<file path="config.mk">
export PLATFORM = sky130hd
export DESIGN_NAME = frame_reader
export DESIGN_NICKNAME = d
export VERILOG_FILES = /design/src/rtl/img_pkg.sv /design/src/rtl/frame_addr_gen.sv /design/src/rtl/frame_reader.sv
export SDC_FILE = /design/constraint.sdc
export NUM_CORES = 1
export LEC_CHECK = 0
export BUFFER_PORTS_ARGS = -buffer_cell sky130_fd_sc_hd__buf_4
export CAP_MARGIN = 20
export CORE_ASPECT_RATIO = 1.1
export CORE_MARGIN = 2
export CORE_UTILIZATION = 60
export CTS_CLUSTER_DIAMETER = 150
export DETAILED_ROUTE_END_ITERATION = 10
export HOLD_SLACK_MARGIN = 0.06
export MAX_ROUTING_LAYER = met4
export PLACE_DENSITY_LB_ADDON = 0.1
export SLEW_MARGIN = 20
export SYNTH_ARGS = -nofsm -noshare
export SYNTH_HDL_FRONTEND = slang
export SYNTH_SLANG_ARGS = --single-unit
export TNS_END_PERCENT = 100
</file>
<file path="constraint.sdc">
create_clock -name clk -period 13.7 [get_ports clk]
set_input_delay 2.74 -clock clk [delete_from_list [all_inputs] [get_ports clk]]
set_output_delay 2.74 -clock clk [all_outputs]
set_load 0.02 [all_outputs]
</file>
<file path="src/rtl/img_pkg.sv">
// Shared image-layout definitions for frame readers and writers.
// Frames are stored bottom-up with 3 bytes per pixel.
package img_pkg;

  localparam int unsigned DEF_WIDTH       = 768;
  localparam int unsigned DEF_HEIGHT      = 512;
  localparam int unsigned BYTES_PER_PIXEL = 3;

  typedef enum logic [2:0] {
    ST_IDLE,
    ST_FETCH0,
    ST_FETCH1,
    ST_FETCH2,
    ST_CAPTURE,
    ST_OUT
  } rd_state_e;

  // Row 0 (top of the image) lives at the highest row offset in memory.
  function automatic logic [31:0] pixel_byte_addr(
    input logic [31:0] x,
    input logic [31:0] y,
    input logic [31:0] k,
    input logic [31:0] width  = DEF_WIDTH,
    input logic [31:0] height = DEF_HEIGHT
  );
    return width * BYTES_PER_PIXEL * (height - 1 - y) + BYTES_PER_PIXEL * x + k;
  endfunction

endpackage

</file>
<file path="src/rtl/frame_addr_gen.sv">
// Raster x/y counters plus byte-address generation for the frame reader.
// The address output refers to the pixel that is current after the coming edge.
module frame_addr_gen
  import img_pkg::*;
#(
  parameter int WIDTH  = DEF_WIDTH,
  parameter int HEIGHT = DEF_HEIGHT,
  parameter int ADDR_W = 21
) (
  input  logic              clk,
  input  logic              rst,
  input  logic              advance_i,
  input  logic [1:0]        byte_sel_i,
  output logic [15:0]       x_o,
  output logic [15:0]       y_o,
  output logic              last_col_o,
  output logic              last_pix_o,
  output logic [ADDR_W-1:0] byte_addr_o
);

  logic [15:0] x_q, x_d;
  logic [15:0] y_q, y_d;
  logic        last_row;

  assign last_col_o = (x_q == 16'(WIDTH - 1));
  assign last_row   = (y_q == 16'(HEIGHT - 1));
  assign last_pix_o = last_col_o && last_row;
  assign x_o        = x_q;
  assign y_o        = y_q;

  // Advancing past the final pixel wraps back to (0,0), so IDLE always sees origin.
  always_comb begin
    x_d = x_q;
    y_d = y_q;
    if (advance_i) begin
      if (last_col_o) begin
        x_d = 16'd0;
        y_d = last_row ? 16'd0 : y_q + 16'd1;
      end else begin
        x_d = x_q + 16'd1;
      end
    end
  end

  assign byte_addr_o = ADDR_W'(pixel_byte_addr(32'(x_d), 32'(y_d), 32'(byte_sel_i),
                                               32'(WIDTH), 32'(HEIGHT)));

  always_ff @(posedge clk) begin
    if (rst) begin
      x_q <= 16'd0;
      y_q <= 16'd0;
    end else begin
      x_q <= x_d;
      y_q <= y_d;
    end
  end

endmodule

</file>
<file path="src/rtl/frame_reader.sv">
// Reads a bottom-up 24-bit frame from byte memory and emits it top-down
// as a valid/ready pixel stream with coordinates and frame markers.
//   state   | meaning
//   IDLE    | waiting for start
//   FETCH0  | byte0 read issued
//   FETCH1  | byte1 read issued, byte0 captured
//   FETCH2  | byte2 read issued, byte1 captured
//   CAPTURE | byte2 captured into the pixel register
//   OUT     | pixel presented until handshake
module frame_reader
  import img_pkg::*;
#(
  parameter int WIDTH  = DEF_WIDTH,
  parameter int HEIGHT = DEF_HEIGHT,
  parameter int ADDR_W = 21
) (
  input  logic              clk,
  input  logic              rst,
  input  logic              start,
  output logic              mem_rd_en,
  output logic [ADDR_W-1:0] mem_addr,
  input  logic [7:0]        mem_rdata,
  output logic              pix_valid,
  input  logic              pix_ready,
  output logic [23:0]       pix_data,
  output logic [15:0]       pix_x,
  output logic [15:0]       pix_y,
  output logic              pix_sof,
  output logic              pix_eol,
  output logic              pix_eof,
  output logic              busy,
  output logic              done
);

  rd_state_e         state_q;
  logic              rd_en_q;
  logic [ADDR_W-1:0] addr_q;
  logic [7:0]        b0_q, b1_q;
  logic [23:0]       data_q;
  logic [15:0]       px_q, py_q;
  logic              valid_q, sof_q, eol_q, eof_q, busy_q, done_q;

  logic              handshake;
  logic [1:0]        byte_sel;
  logic [15:0]       cur_x, cur_y;
  logic              last_col, last_pix;
  logic [ADDR_W-1:0] byte_addr;

  assign handshake = (state_q == ST_OUT) && pix_ready;

  // Select the byte index of the read being issued on the next cycle.
  always_comb begin
    byte_sel = 2'd0;
    case (state_q)
      ST_FETCH0: byte_sel = 2'd1;
      ST_FETCH1: byte_sel = 2'd2;
      default:   byte_sel = 2'd0;
    endcase
  end

  frame_addr_gen #(
    .WIDTH (WIDTH),
    .HEIGHT(HEIGHT),
    .ADDR_W(ADDR_W)
  ) u_addr_gen (
    .clk        (clk),
    .rst        (rst),
    .advance_i  (handshake),
    .byte_sel_i (byte_sel),
    .x_o        (cur_x),
    .y_o        (cur_y),
    .last_col_o (last_col),
    .last_pix_o (last_pix),
    .byte_addr_o(byte_addr)
  );

  always_ff @(posedge clk) begin
    if (rst) begin
      state_q <= ST_IDLE;
      rd_en_q <= 1'b0;
      addr_q  <= '0;
      b0_q    <= 8'd0;
      b1_q    <= 8'd0;
      data_q  <= 24'd0;
      px_q    <= 16'd0;
      py_q    <= 16'd0;
      valid_q <= 1'b0;
      sof_q   <= 1'b0;
      eol_q   <= 1'b0;
      eof_q   <= 1'b0;
      busy_q  <= 1'b0;
      done_q  <= 1'b0;
    end else begin
      done_q <= 1'b0;
      case (state_q)
        ST_IDLE: begin
          if (start) begin
            state_q <= ST_FETCH0;
            busy_q  <= 1'b1;
            rd_en_q <= 1'b1;
            addr_q  <= byte_addr;
          end
        end
        ST_FETCH0: begin
          state_q <= ST_FETCH1;
          addr_q  <= byte_addr;
        end
        ST_FETCH1: begin
          state_q <= ST_FETCH2;
          addr_q  <= byte_addr;
          b0_q    <= mem_rdata;
        end
        ST_FETCH2: begin
          state_q <= ST_CAPTURE;
          rd_en_q <= 1'b0;
          addr_q  <= '0;
          b1_q    <= mem_rdata;
        end
        ST_CAPTURE: begin
          state_q <= ST_OUT;
          data_q  <= {mem_rdata, b1_q, b0_q};
          px_q    <= cur_x;
          py_q    <= cur_y;
          valid_q <= 1'b1;
          sof_q   <= (cur_x == 16'd0) && (cur_y == 16'd0);
          eol_q   <= last_col;
          eof_q   <= last_pix;
        end
        ST_OUT: begin
          if (pix_ready) begin
            valid_q <= 1'b0;
            sof_q   <= 1'b0;
            eol_q   <= 1'b0;
            eof_q   <= 1'b0;
            if (last_pix) begin
              state_q <= ST_IDLE;
              busy_q  <= 1'b0;
              done_q  <= 1'b1;
            end else begin
              state_q <= ST_FETCH0;
              rd_en_q <= 1'b1;
              addr_q  <= byte_addr;
            end
          end
        end
        default: state_q <= ST_IDLE;
      endcase
    end
  end

  assign mem_rd_en = rd_en_q;
  assign mem_addr  = addr_q;
  assign pix_valid = valid_q;
  assign pix_data  = data_q;
  assign pix_x     = px_q;
  assign pix_y     = py_q;
  assign pix_sof   = sof_q;
  assign pix_eol   = eol_q;
  assign pix_eof   = eof_q;
  assign busy      = busy_q;
  assign done      = done_q;

endmodule

</file>
After elaboration in Yosys (flattened, before gate mapping)
Cells that the tools add are included.
{ "word_totals": {"register_bits": 135, "word_cells": 80, "input_bits": 12, "output_inout_bits": 84} }
{ "classes": {"n_reduce_logical": 17, "add_sub_neg": 5, "eq_ne": 11, "mul": 2, "bitwise": 2, "n_mux": 27} }
{ "ops": {"columns": ["operator", "count"], "rows": [
  ["case mux 21 bit (4 select lines)", 1],
  ["2-to-1 mux 16 bit", 5],
  ["2-to-1 mux 21 bit", 3],
  ["adder 16 x 1 -> 16 bit, second input constant", 2],
  ["zero test 16 bit", 2],
  ["multiplier 4 x 32 -> 13 bit, first input constant", 1],
  ["adder 21 x 18 -> 21 bit", 1],
  ["adder 21 x 2 -> 21 bit", 1],
  ["multiplier 2 x 16 -> 18 bit, first input constant", 1],
  ["case mux 3 bit (6 select lines)", 1],
  ["subtractor 9 x 16 -> 17 bit, first input constant", 1],
  ["== test 16 x 10 -> 1 bit, second input constant", 1],
  ["== test 16 x 9 -> 1 bit, second input constant", 1],
  ["AND reduction 4 bit", 3],
  ["case mux 1 bit (2 select lines)", 5],
  ["2-to-1 mux 1 bit", 8],
  ["inequality test 2 bit, second input constant", 4],
  ["== test 3 x 2 -> 1 bit, second input constant", 2],
  ["== test 3 bit, second input constant", 2],
  ["2-to-1 mux 3 bit", 2],
  ["case mux 2 bit (2 select lines)", 1],
  ["AND reduction 2 bit", 2],
  ["nonzero test 2 bit", 2],
  ["nonzero test 4 bit", 1],
  ["8 further kinds", 11]
]} }

Logic depth before layout (Yosys ltp)
Gate-level depths: netlist of the first run.
{ "logic_depth": {"depth_word": 11, "mapped_depth": 20} }

Hierarchy
Synthesis of the first run repeated with hierarchy kept, for this count alone.
{ "hier_totals": {"cells_unflattened": 866, "area_unflattened_um2": 7111.8} }
{ "by_module_without_submodules": {"columns": ["mod", "area_per_inst_um2", "cells_per_inst", "n_inst"], "rows": [
  ["frame_reader", 3803.6, 465, 1],
  ["frame_addr_gen", 3308.2, 401, 1]
]} }

Worst setup path before layout of the first run
OpenSTA, ideal clock, no wires.
{ "synth_path": {"kind": "input-to-reg", "startpoint": "input pix_ready", "endpoint": "register addr_q[20] (netlist: mem_addr[20])", "arrival_time_ns": 6.927, "slack_ns": 6.694, "path_stages": 19, "t_required_ns": 13.621, "path_cell_list": "and4b_1 buf_2 and3_1 nand2_1 a22oi_1 ha_1 ha_1 fa_1 inv_1 fa_1 inv_1 ha_1 and3b_1 a211oi_1 o211ai_1 a211o_1 and3_1 nand2b_1 o211ai_1"} }
{ "synth_between": {"elab_chain_len": 9, "elab_cells_between_ends": 14, "cone_classes": "add/sub: 3; mul: 2; eq/ne: 1; mux: 6; reduce/logical: 2"} }
{ "synth_rtl": {"columns": ["item", "line", "rtl"], "rows": [
  ["from (decl)", "frame_reader.sv:24", "input logic pix_ready,"],
  ["logical AND 1 bit", "frame_reader.sv:49", "assign handshake = (state_q == ST_OUT) && pix_ready;"],
  ["2-to-1 mux 16 bit", "frame_addr_gen.sv:35", "if (advance_i) begin"],
  ["subtractor 9 x 16 -> 17 bit", "img_pkg.sv:26", "return width * BYTES_PER_PIXEL * (height - 1 - y) + BYTES_PER_PIXEL * x + k;"],
  ["multiplier 4 x 32 -> 13 bit", "img_pkg.sv:26", null],
  ["adder 21 x 18 -> 21 bit", "img_pkg.sv:26", null],
  ["adder 21 x 2 -> 21 bit", "img_pkg.sv:26", null],
  ["2-to-1 mux 21 bit", "frame_reader.sv:135", "if (last_pix) begin"],
  ["2-to-1 mux 21 bit", "frame_reader.sv:130", "if (pix_ready) begin"],
  ["case mux 21 bit (4 select lines)", "frame_reader.sv:95", "case (state_q)"],
  ["to (signal assigned)", "frame_reader.sv:101", "addr_q <= byte_addr;"],
  ["to (signal assigned)", "frame_reader.sv:106", "addr_q <= byte_addr;"],
  ["to (signal assigned)", "frame_reader.sv:142", "addr_q <= byte_addr;"],
  ["to (decl)", "frame_reader.sv:37", "logic [ADDR_W-1:0] addr_q;"]
]} }
Parallel ways exist; a longest one is shown, timed or not. The select of a mux whose other input is x is not followed.
A chain may end at the register's enable or synchronous reset.

Final worst setup path of the first run
Ends and elaborated chain as after synthesis.

==> metrics.txt, run 1 <==
placed cell count=1050; arrival time worst endpoint=slightly below 8 ns; IO Pins=96; share of synthesized registers carrying an async set or reset=0%; initial antenna violation count=0; Final Max Tran Viols=0; CTS tree=built; Sw Share=a little over a quarter; IO buf count=95; cell taking the most area after synthesis=dfxtp_1; Critical Path RT=approximately 14 ns; gp weighted congestion=0.9096; cell count after synthesis=approximately 850; Initial Util=61.03%; final hold viol count=0; CTS Buf Count=17; worst-margin pin slew=about 1.0 ns; Post-CTS Setup Inserts=0; crit path buf inv count=3; count of cell types in the netlist=61; Sequential Power Share=between 40% and 50%; Worst-Skew Late Latency=roughly 0.42 ns; power per cell area=112.6 mW/mm^2; family with the most delay on the worst path=adder cells; initial DRC count=557; Layout Nets=990; setup_tns=0 ns; most frequent CP cell=ha_1; Clk pwr share=48.5%; DRT Wirelength=about 17000 um; Clock Skews=0.009157 ns; post-route ant nets=0; Routed WL per cell=15.92 um; syn nets=917; number of flops mapped to enable cells by yosys=0; DR vias=between 6k and 7k; CTS root buf=clkbuf_16; internal power=684.9 uW; Post-DP HPWL=roughly 12000 um; VDD IR max=~0.08 mV; post-route DRC violation count=0; Seq/Total Area, Yosys=slightly below 40%; chip height=116.9 um; Synth Register Bits=135; die area=0.01246 sq mm; Static Leak=around 0.0036 uW; most numerous cell in the Yosys netlist=nand2_1; fill count=903; Area contributors post-synth=dfxtp_1 39%, nand2_1 9.3%, ha_1 8.5%; critical path type=in -> reg; CP peak stage delay=0.48 ns; Vias/cell=about 5.8; crit path time final=roughly 7.4 ns; status=finished, final reports clean; First-pass DRT Iterations=5; Placement Rows=41; Primary FF master, synth=dfxtp_1; die width=approximately 110 um; fmax=0.1356 GHz; pin count of the biggest net entering global routing=between 100 and 150; CTS H-tree depth=4; Core ar.=0.01139 sq mm; HP Class=reg -> reg; endpoints failing setup=0; GRT overflow=0; crit path cell chain=buf_4 -> and4b_1 -> nand3_1 -> nor2_1 -> nand4_1 -> xor2_1 -> ha_1 -> ha_1 -> fa_1 -> inv_1 -> fa_1 -> inv_1 -> ha_1 -> and3b_1 -> a211oi_1 -> o211ai_1 -> a211o_1 -> and3_1 -> nand2b_1 -> o211ai_1; Mean Syn Cell Area=between 8 and 9 sq um; top cells by count, synth=172 x nand2_1, 135 x dfxtp_1, 100 x a21oi_1, 63 x nor2_1, 47 x ha_1; CP startpoint kind=input port; clock buffer depth=2; unrepaired setup endpoints after global routing=no; Tot GR Track Use=28.86%; max_cap viols=0; PostCTS Resize Cnt=0; Comb pwr share=7.4%; crit-path max FO=12; Slowest-stage cell, CP=fa_1; synthesized area=0.006950 sq mm; vias in the first global route=5705; layout cells sized above 1=roughly 16%; Reg clk slew, reported paths=0.07 ns; # diodes=0; first-pass GRT wire length=27540 um; crit end category=flip-flop; Slew HR=around 30%; Tcrit/Tclk final=53.83%; final core utilization=between 70 and 80%; total net switching power=247.8 uW; Area Overhead vs Synth=19.17%; clock sinks=about 140; final cell count without fillers=1083; Hold Buf Count CTS=0; Synth Warn #=0; post-synth top area share=38.88%
==> final cells by class <==
| type | instances | area, sq um | area share [%] |
|---|---|---|---|
| inverter | 35 | 132.6 | 1.601 |
| clock buffer | 17 | 425.4 | 5.136 |
| tap | 150 | 187.7 | 2.266 |
| timing repair buffer | 98 | 735.7 | 8.882 |
| clock inverter | 15 | 156.4 | 1.888 |
| sequential | 135 | 2703 | 32.63 |
| multi-input combinational | 633 | 3943 | 47.60 |
==> layer usage <==
layer / GRT usage (%) / vias to the layer above / share of wire (%)
met1: 36.06 / 2967 / 44
li1: - / 3060 / -
met3: 5.537 / 41 / 5.1
met4: 11.00 / 0 / 2.6
met2: 46.71 / 217 / 48
met5: - / - / 0
==> state kept, by name, summed over array words and instances (netlist names), named ones only <==
name,count
b0_q,8
b1_q,8
busy,1
done,1
mem_addr,21
mem_rd_en,1
pix_data,24
pix_eof,1
pix_eol,1
pix_sof,1
pix_valid,1
pix_x,16
pix_y,16
state_q,3
u_addr_gen.x_o,16
u_addr_gen.y_o,13
==> metrics by stage <==
stage / setup WS, ns / power (uW) / area, sq um / hold WS [ns]
after detailed placement: 5.937 / 488.7 / 7690 / 0.4458
after CTS: 6.359 / 935.8 / 8272 / 0.4538
after global placement: 6.091 / 487.1 / 7690 / 0.4383
after floorplan: 6.694 / 467.4 / 6950 / 0.4312
final: 6.326 / 932.8 / 8283 / 0.4518
after global routing: 5.942 / 963.8 / 8283 / 0.4723
==> power groups by stage <==
stage | Sequential (uW) | Combinational (uW) | Clock (uW)
after floorplan | 425 | 42.5 | 0
after global placement | 420 | 67.4 | 0
after detailed placement | 420 | 68.5 | 0
after CTS | 412 | 68.8 | 455
after global routing | 413 | 76.1 | 475
final | 412 | 69.2 | 452
==> layout by cell type, fill, tap and decap left out, drive strengths merged, types with 2 or more instances in the layout <==
cell type and count:
a211oi 6, or2 2, inv 43, or3 3, nor4 11, o31ai 2
o21ai 16, and2 4, fa 11, nor4b 2, a21boi 2, a21oi 101
buf 98, xnor2 23, o41ai 2, nand3 30, dfxtp 135, and3 13
nand4 8, a211o 2, nand3b 2, xor2 19, clkinvlp 5, or4 3
a21o 14, mux2i 8, nor3 14, nor3b 3, nand2 173, nor2 63
clkbuf 17, a22oi 10, a31oi 6, o21bai 5, o211ai 4, nor2b 6
ha 47, and4 6
==> final timing paths <==
check                    from           end  slack, ns  cells after the start
setup / recovery    pix_ready  mem_addr[20]       6.33                     20
setup reg to reg   state_q[0]  mem_addr[20]       8.07                     19
hold reg to reg   mem_addr[9]   mem_addr[9]       0.45                      2
hold / removal    mem_addr[9]   mem_addr[9]       0.45                      2
==> cell families (layout without fill, tap and decap cells) <==
family	after synthesis	in the layout	synth area share, %
AOI/OAI and AO/OA	174	174	14.71
buffers and inverters	79	165	4.626
DFF	135	135	38.88
and+or+nand+nor	349	349	23.15
muxes	9	9	1.368
adders and majority gates	58	58	11.63
xor gates and xnor gates	43	43	5.634
==> worst min-delay path: cells and delay by family, from the launching register on <==
kind | cells | cell delay [ns]
flip-flops | 1 | 0.31
AND/OR/NAND/NOR | 1 | 0.05
AO/OA/AOI/OAI | 1 | 0.05
No activity file was read; power rests on OpenSTA's default activity.
==> inputs of run 2 (changes only) <==
Settings changed: CORE_UTILIZATION 60 to 52.
Clock period 13.7 ns to 6.65 ns, I/O delays scaled along.
==> run 2 against run 1 <==
Non-clock buffer count grew 4. Cell count is 1.4% higher. Sequential power up 110%. Register-to-register slack worse by 6.8 ns. Clock-buffer cell count increased by 4. Hold slack got worse by 0.0024 ns. Largest power group unchanged. Critical path depth stayed put. Clock skew about the same. Design area about the same. Die area is 15% higher.
==> metrics.txt, run 2 (synthesis results as in run 1) <==
max reg flops=24 (unchanged); Placement Rows=44 (was 41); vias in the first global route=5790 (was 5705); Slew HR=40.64% (was 30.58%); power per cell area=225.2 mW/mm^2 (was 112.6 mW/mm^2); Clock Skews=0.009072 ns (was 0.009157 ns); WHS=0.4494 ns (was 0.4518 ns); Sw Share=24.64% (was 26.57%); commonest non-fill, non-tap cell in the layout=nand2_1 (unchanged); setup_tns=0 ns (unchanged); Area Overhead vs Synth=19.28% (was 19.17%); Tot GR Track Use=25.24% (was 28.86%); first-pass GRT wire length=28080 um (was 27540 um); Final Max Tran Viols=0 (unchanged); Post-DP HPWL=12460 um (was 12370 um); Static Leak=0.003630 uW (was 0.003617 uW); Sequential Power Share=45.4% (was 44.1%); Post-CTS Setup Inserts=0 (unchanged); die width=114.2 um (was 106.6 um); VDD IR max=0.1250 mV (was 0.08031 mV); initial antenna violation count=0 (unchanged); Vias/cell=5.648 (was 5.803); worst-margin pin slew=0.8905 ns (was 1.038 ns); Core ar.=0.01310 sq mm (was 0.01139 sq mm); Comb pwr share=7.7% (was 7.4%); PostCTS Resize Cnt=0 (unchanged); DR vias=6202 (was 6285); clock buffer depth=2 (unchanged); Critical Path RT=6.99 ns (was 14.04 ns); CTS tree=built (unchanged); total net switching power=460.1 uW (was 247.8 uW); unrepaired setup endpoints after global routing=no (unchanged); initial DRC count=490 (was 557); Clk pwr share=46.9% (was 48.5%); crit path time final=around 5.7 ns; fill count=1165 (was 903); internal power=1407 uW (was 684.9 uW); pin count of the biggest net entering global routing=91 (was 103); Routed WL per cell=15.63 um (was 15.92 um); status=finished, final reports clean (unchanged); Initial Util=53.05% (was 61.03%); layout cells sized above 1=15.47% (was 15.54%); Tcrit/Tclk final=85.12%; Hold Buf Count CTS=0 (unchanged); DRT Wirelength=17160 um (was 17240 um); gp weighted congestion=0.9124 (was 0.9096); Worst-Skew Late Latency=0.42 ns (about the same); fmax=0.1767 GHz; arrival time worst endpoint=6.00 ns (was 7.72 ns); post-route ant nets=0 (unchanged); endpoints failing setup=0 (unchanged); CTS root buf=clkbuf_16 (unchanged); IO buf count=95 (unchanged); crit-path max FO=5 (was 12); final core utilization=63.27% (was 72.73%); total power=1867 uW (was 932.8 uW); Layout Nets=994 (was 990); GRT overflow=0 (unchanged); CTS H-tree depth=4 (unchanged); HP Class=reg -> reg (unchanged); critical path type=in -> reg (unchanged); final hold viol count=0 (unchanged); CP startpoint kind=input port (unchanged); commonest non-fill, non-tap cells in the layout=171 x nand2_1, 135 x dfxtp_1, 102 x buf_4 (was 171 x nand2_1, 135 x dfxtp_1, 99 x a21oi_1); chip height=125.3 um (was 116.9 um); post-route DRC violation count=0 (unchanged); Reg clk slew, reported paths=0.06 ns (was 0.07 ns); R2R Setup Slk=1.25 ns (was 8.07 ns); CTS Buf Count=17 (unchanged); clock sinks=135 (unchanged); First-pass DRT Iterations=5 (unchanged); die area=0.01431 sq mm (was 0.01246 sq mm); IO Pins=96 (unchanged); # diodes=0 (unchanged); crit end category=flip-flop (unchanged); max_cap viols=0 (unchanged)
==> run 2: changes by cell type in the layout (fill, tap and decap cells not counted), sizes merged <==
cell      previous run  this run
buf                 98       102
inv                 43        36
clkinv               1         7
clkinvlp             5         2
clkbuf              17        21
==> run 2: worst max-delay path, cell delays in order <==
cell and delay, ns:
buf_4 0.11, and4b_1 0.28, nand3_1 0.20, nor2_1 0.21
nand4_1 0.14, xor2_1 0.33, ha_1 0.31, ha_1 0.24
fa_1 0.49, inv_1 0.05, fa_1 0.47, inv_1 0.04
ha_1 0.34, and3b_1 0.21, a211oi_1 0.28, o211ai_1 0.18
a211o_1 0.31, and3_1 0.20, nand2b_1 0.14, o211ai_1 0.14
==> run 2: final timing paths <==
path                      from      endpoint  cells after the start
max reg2reg  u_addr_gen.y_o[1]  mem_addr[20]                     19
max                  pix_ready  mem_addr[20]                     20
min                    b0_q[6]   pix_data[6]                      2
min reg2reg            b0_q[6]   pix_data[6]                      2
==> run 2: final cells by class <==
class                   instances  area (sq um)  share of cell area, %
repair buffers                102         765.7                  9.236
clock inverters                11         100.1                  1.207
clock buffers                  21         450.4                  5.433
inverters                      35         132.6                  1.600
multi-input cells             633          3938                  47.49
well taps                     161         201.4                  2.430
flip-flops and latches        135          2703                  32.60
==> run 2: routing by layer <==
metal / share of wire [%] / vias up / global-route usage, %
met3: 5.6 / 32 / 5.768
met4: 2.4 / 0 / 9.541
met5: 0 / - / -
li1: - / 3064 / -
met2: 47 / 192 / 39.46
met1: 44 / 2914 / 31.82
==> run 2: power groups by stage <==
stage                     Sequential, uW  Clock (uW)  Combinational [uW]
after global routing                 851         924                 158
after CTS                            848         886                 144
after global placement               865           0                 140
final                                848         875                 144
after floorplan                      875           0                87.6
after detailed placement             865           0                 143
==> run 2: metrics by stage <==
| step | worst slack [ns] | instances | instance area (sq um) |
|---|---|---|---|
| final | 0.9895 | 1098 | 8290 |
| after global routing | 0.6419 | 1098 | 8290 |
| after CTS | 1.080 | 1097 | 8279 |
| after detailed placement | 0.6816 | 1065 | 7729 |
| after global placement | 0.8063 | 1065 | 7729 |
| after floorplan | 1.054 | 847 | 6950 |
==> inputs of run 3 (changes only) <==
Settings changed: PLACE_DENSITY set to 0.86, PLACE_DENSITY_LB_ADDON 0.1 to unset.
==> run 3 against run 2 <==
Clock skew barely moved. Global-route usage fell by 0.27 points. Non-clock buffer count decreased by 1. Combinational power is essentially flat. Cell count about the same. First-iteration DRC count is 18% lower. Core utilization up 0.64 points. Clock-buffer cell count fell by 4. Sequential power about the same. Clock power is 17% higher.
==> metrics.txt, run 3 (synthesis results as in run 1) <==
clock buffer depth=2 (unchanged); final cell count without fillers=1097 (was 1098); PostCTS Resize Cnt=0 (unchanged); R2R Setup Slk=1.33 ns (was 1.25 ns); IO Pins=96 (unchanged); FF-to-FF End=mem_addr[20] (unchanged); Final Max Tran Viols=0 (unchanged); initial DRC count=403 (was 490); crit-path max FO=5 (unchanged); design area=0.008374 sq mm (was 0.008290 sq mm); Sequential Power Share=42.2% (was 45.4%); Post-CTS Setup Inserts=0 (unchanged); Hold Path Sink=pix_y[14] (was pix_data[6]); Post-DP HPWL=11660 um (was 12460 um); gp weighted congestion=0.9015 (was 0.9124); DRT Wirelength=16990 um (was 17160 um); Tcrit/Tclk final=83.31% (was 85.12%); commonest non-fill, non-tap cells in the layout=171 x nand2_1, 135 x dfxtp_1, 101 x buf_4 (was 171 x nand2_1, 135 x dfxtp_1, 102 x buf_4); unrepaired setup endpoints after global routing=no (unchanged); arrival time worst endpoint=5.88 ns (was 6.00 ns); CTS H-tree depth=4 (unchanged); CTS root buf=clkbuf_16 (unchanged); max reg flops=24 (unchanged); final hold viol count=0 (unchanged); # diodes=0 (unchanged); Critical R2R Launch=u_addr_gen.y_o[1] (unchanged); setup_tns=0 ns (unchanged); endpoints failing setup=0 (unchanged); Worst-Skew Late Latency=0.42 ns (about the same); First-pass DRT Iterations=5 (unchanged); worst-margin pin slew=1.089 ns (was 0.8905 ns); power per cell area=240.5 mW/mm^2 (was 225.2 mW/mm^2); max_cap viols=0 (unchanged); Comb pwr share=7.3% (was 7.7%); critical path type=in -> reg (unchanged); VDD IR max=0.1922 mV (was 0.1250 mV); Initial Util=53.05% (unchanged); Placement Rows=44 (unchanged); Clk pwr share=50.5% (was 46.9%); register area=0.002703 sq mm (unchanged); CTS tree=built (unchanged); fmax=0.1805 GHz (was 0.1767 GHz); Cells on Worst Hold Path=2 (unchanged); post-route DRC violation count=0 (unchanged); Reg clk slew, reported paths=0.06 ns (about the same); CTS Buf Count=17 (unchanged); Hold Buf Count CTS=0 (unchanged); GRT overflow=0 (unchanged); placed cell areas=0.007729 sq mm (unchanged); Static Leak=0.003669 uW (was 0.003630 uW); final core utilization=63.91% (was 63.27%); initial antenna violation count=0 (unchanged); DR vias=6244 (was 6202); HP Class=reg -> reg (unchanged); die width=114.2 um (unchanged); GR Util met1=31.68% (was 31.82%); first-pass GRT wire length=28170 um (was 28080 um); internal power=1519 uW (was 1407 uW); worst reg2reg path depth=19 (unchanged); CP startpoint kind=input port (unchanged); status=finished, final reports clean (unchanged); GR met3 Demand/Resource=5.090% (was 5.768%); Area Overhead vs Synth=20.49% (was 19.28%); vias in the first global route=5813 (was 5790); placed cell count=1065 (unchanged); clock sinks=135 (unchanged); IO buf count=95 (unchanged); crit end category=flip-flop (unchanged); chip height=125.3 um (unchanged); total net switching power=494.5 uW (was 460.1 uW); Vias/cell=5.692 (was 5.648); Slew HR=27.12% (was 40.64%); Tot GR Track Use=24.97% (was 25.24%); layout cells sized above 1=15.71% (was 15.47%); Core ar.=0.01310 sq mm (unchanged); Multi-input gate area=0.003938 sq mm (unchanged); die area=0.01431 sq mm (unchanged); pin count of the biggest net entering global routing=77 (was 91); Most Crowded Layer GR=met2 (unchanged); hold wc startpoint=pix_y[14] (was b0_q[6]); Routed WL per cell=15.48 um (was 15.63 um); fill count=1070 (was 1165); Clock Skews=0.009139 ns (was 0.009072 ns); post-route ant nets=0 (unchanged); Sw Share=24.56% (was 24.64%); commonest non-fill, non-tap cell in the layout=nand2_1 (unchanged); crit path time final=5.540 ns (was 5.661 ns); met2 GRT Util=39.11% (was 39.46%); Critical Path RT=6.99 ns (about the same); Layout Nets=993 (was 994)
run 3: changes by cell type in the layout (fill, tap and decap cells not counted):
cell,previous run,this run
clkinv_2,5,2
clkbuf_8,1,0
bufinv_16,1,4
inv_8,0,2
buf_4,102,101
clkbuf_1,3,0
clkinvlp_4,2,1
clkinv_4,2,5
run 3: final cells by class:
| cell class | count | share of cell area, % |
|---|---|---|
| clock buffer | 17 | 5.080 |
| clock inverter | 15 | 2.585 |
| inverter | 35 | 1.584 |
| multi-input combinational | 633 | 47.02 |
| sequential | 135 | 32.27 |
| tap | 161 | 2.405 |
| timing repair buffer | 101 | 9.054 |
run 3: worst max-delay path, stage by stage:
cell,delay [ns]
buf_4,0.10
and4b_1,0.26
nand3_1,0.20
nor2_1,0.18
nand4_1,0.13
xor2_1,0.31
ha_1,0.30
ha_1,0.24
fa_1,0.50
inv_1,0.05
fa_1,0.48
inv_1,0.04
ha_1,0.34
and3b_1,0.20
a211oi_1,0.25
o211ai_1,0.17
a211o_1,0.30
and3_1,0.20
nand2b_1,0.14
o211ai_1,0.15
run 3: how the worst max path moves through the flow:
| stage | start | end | depth (start not counted) |
|---|---|---|---|
| 2_1_floorplan | pix_ready | mem_addr[20] | 19 |
| 3_3_place_gp | pix_ready | mem_addr[20] | 19 |
| 3_5_place_dp | pix_ready | mem_addr[20] | 19 |
| 4_1_cts | pix_ready | mem_addr[20] | 20 |
| 5_1_grt | pix_ready | mem_addr[20] | 20 |
| 6_report | pix_ready | mem_addr[20] | 20 |
run 3: power groups by stage:
stage	clock network, uW	registers (uW)	logic (uW)
after global routing	1060	852	160
after global placement	0	865	142
final	1020	849	147
after floorplan	0	875	87.6
after CTS	1030	848	146
after detailed placement	0	866	145
run 3: routing by layer:
| metal | share of wire (%) | wire length (um) |
|---|---|---|
| met3 | 5.8 | 981 |
| met5 | 0 | 0 |
| met1 | 45 | 7567 |
| met4 | 2.4 | 403 |
| met2 | 47 | 8033 |
run 3: metrics by stage:
step | setup WS (ns) | hold WS [ns] | power, uW
after global placement | 0.8345 | 0.4377 | 1006
after global routing | 0.8727 | 0.4674 | 2074
after floorplan | 1.054 | 0.4312 | 962.9
after CTS | 1.159 | 0.4555 | 2022
final | 1.110 | 0.4519 | 2014
after detailed placement | 0.7474 | 0.4447 | 1010
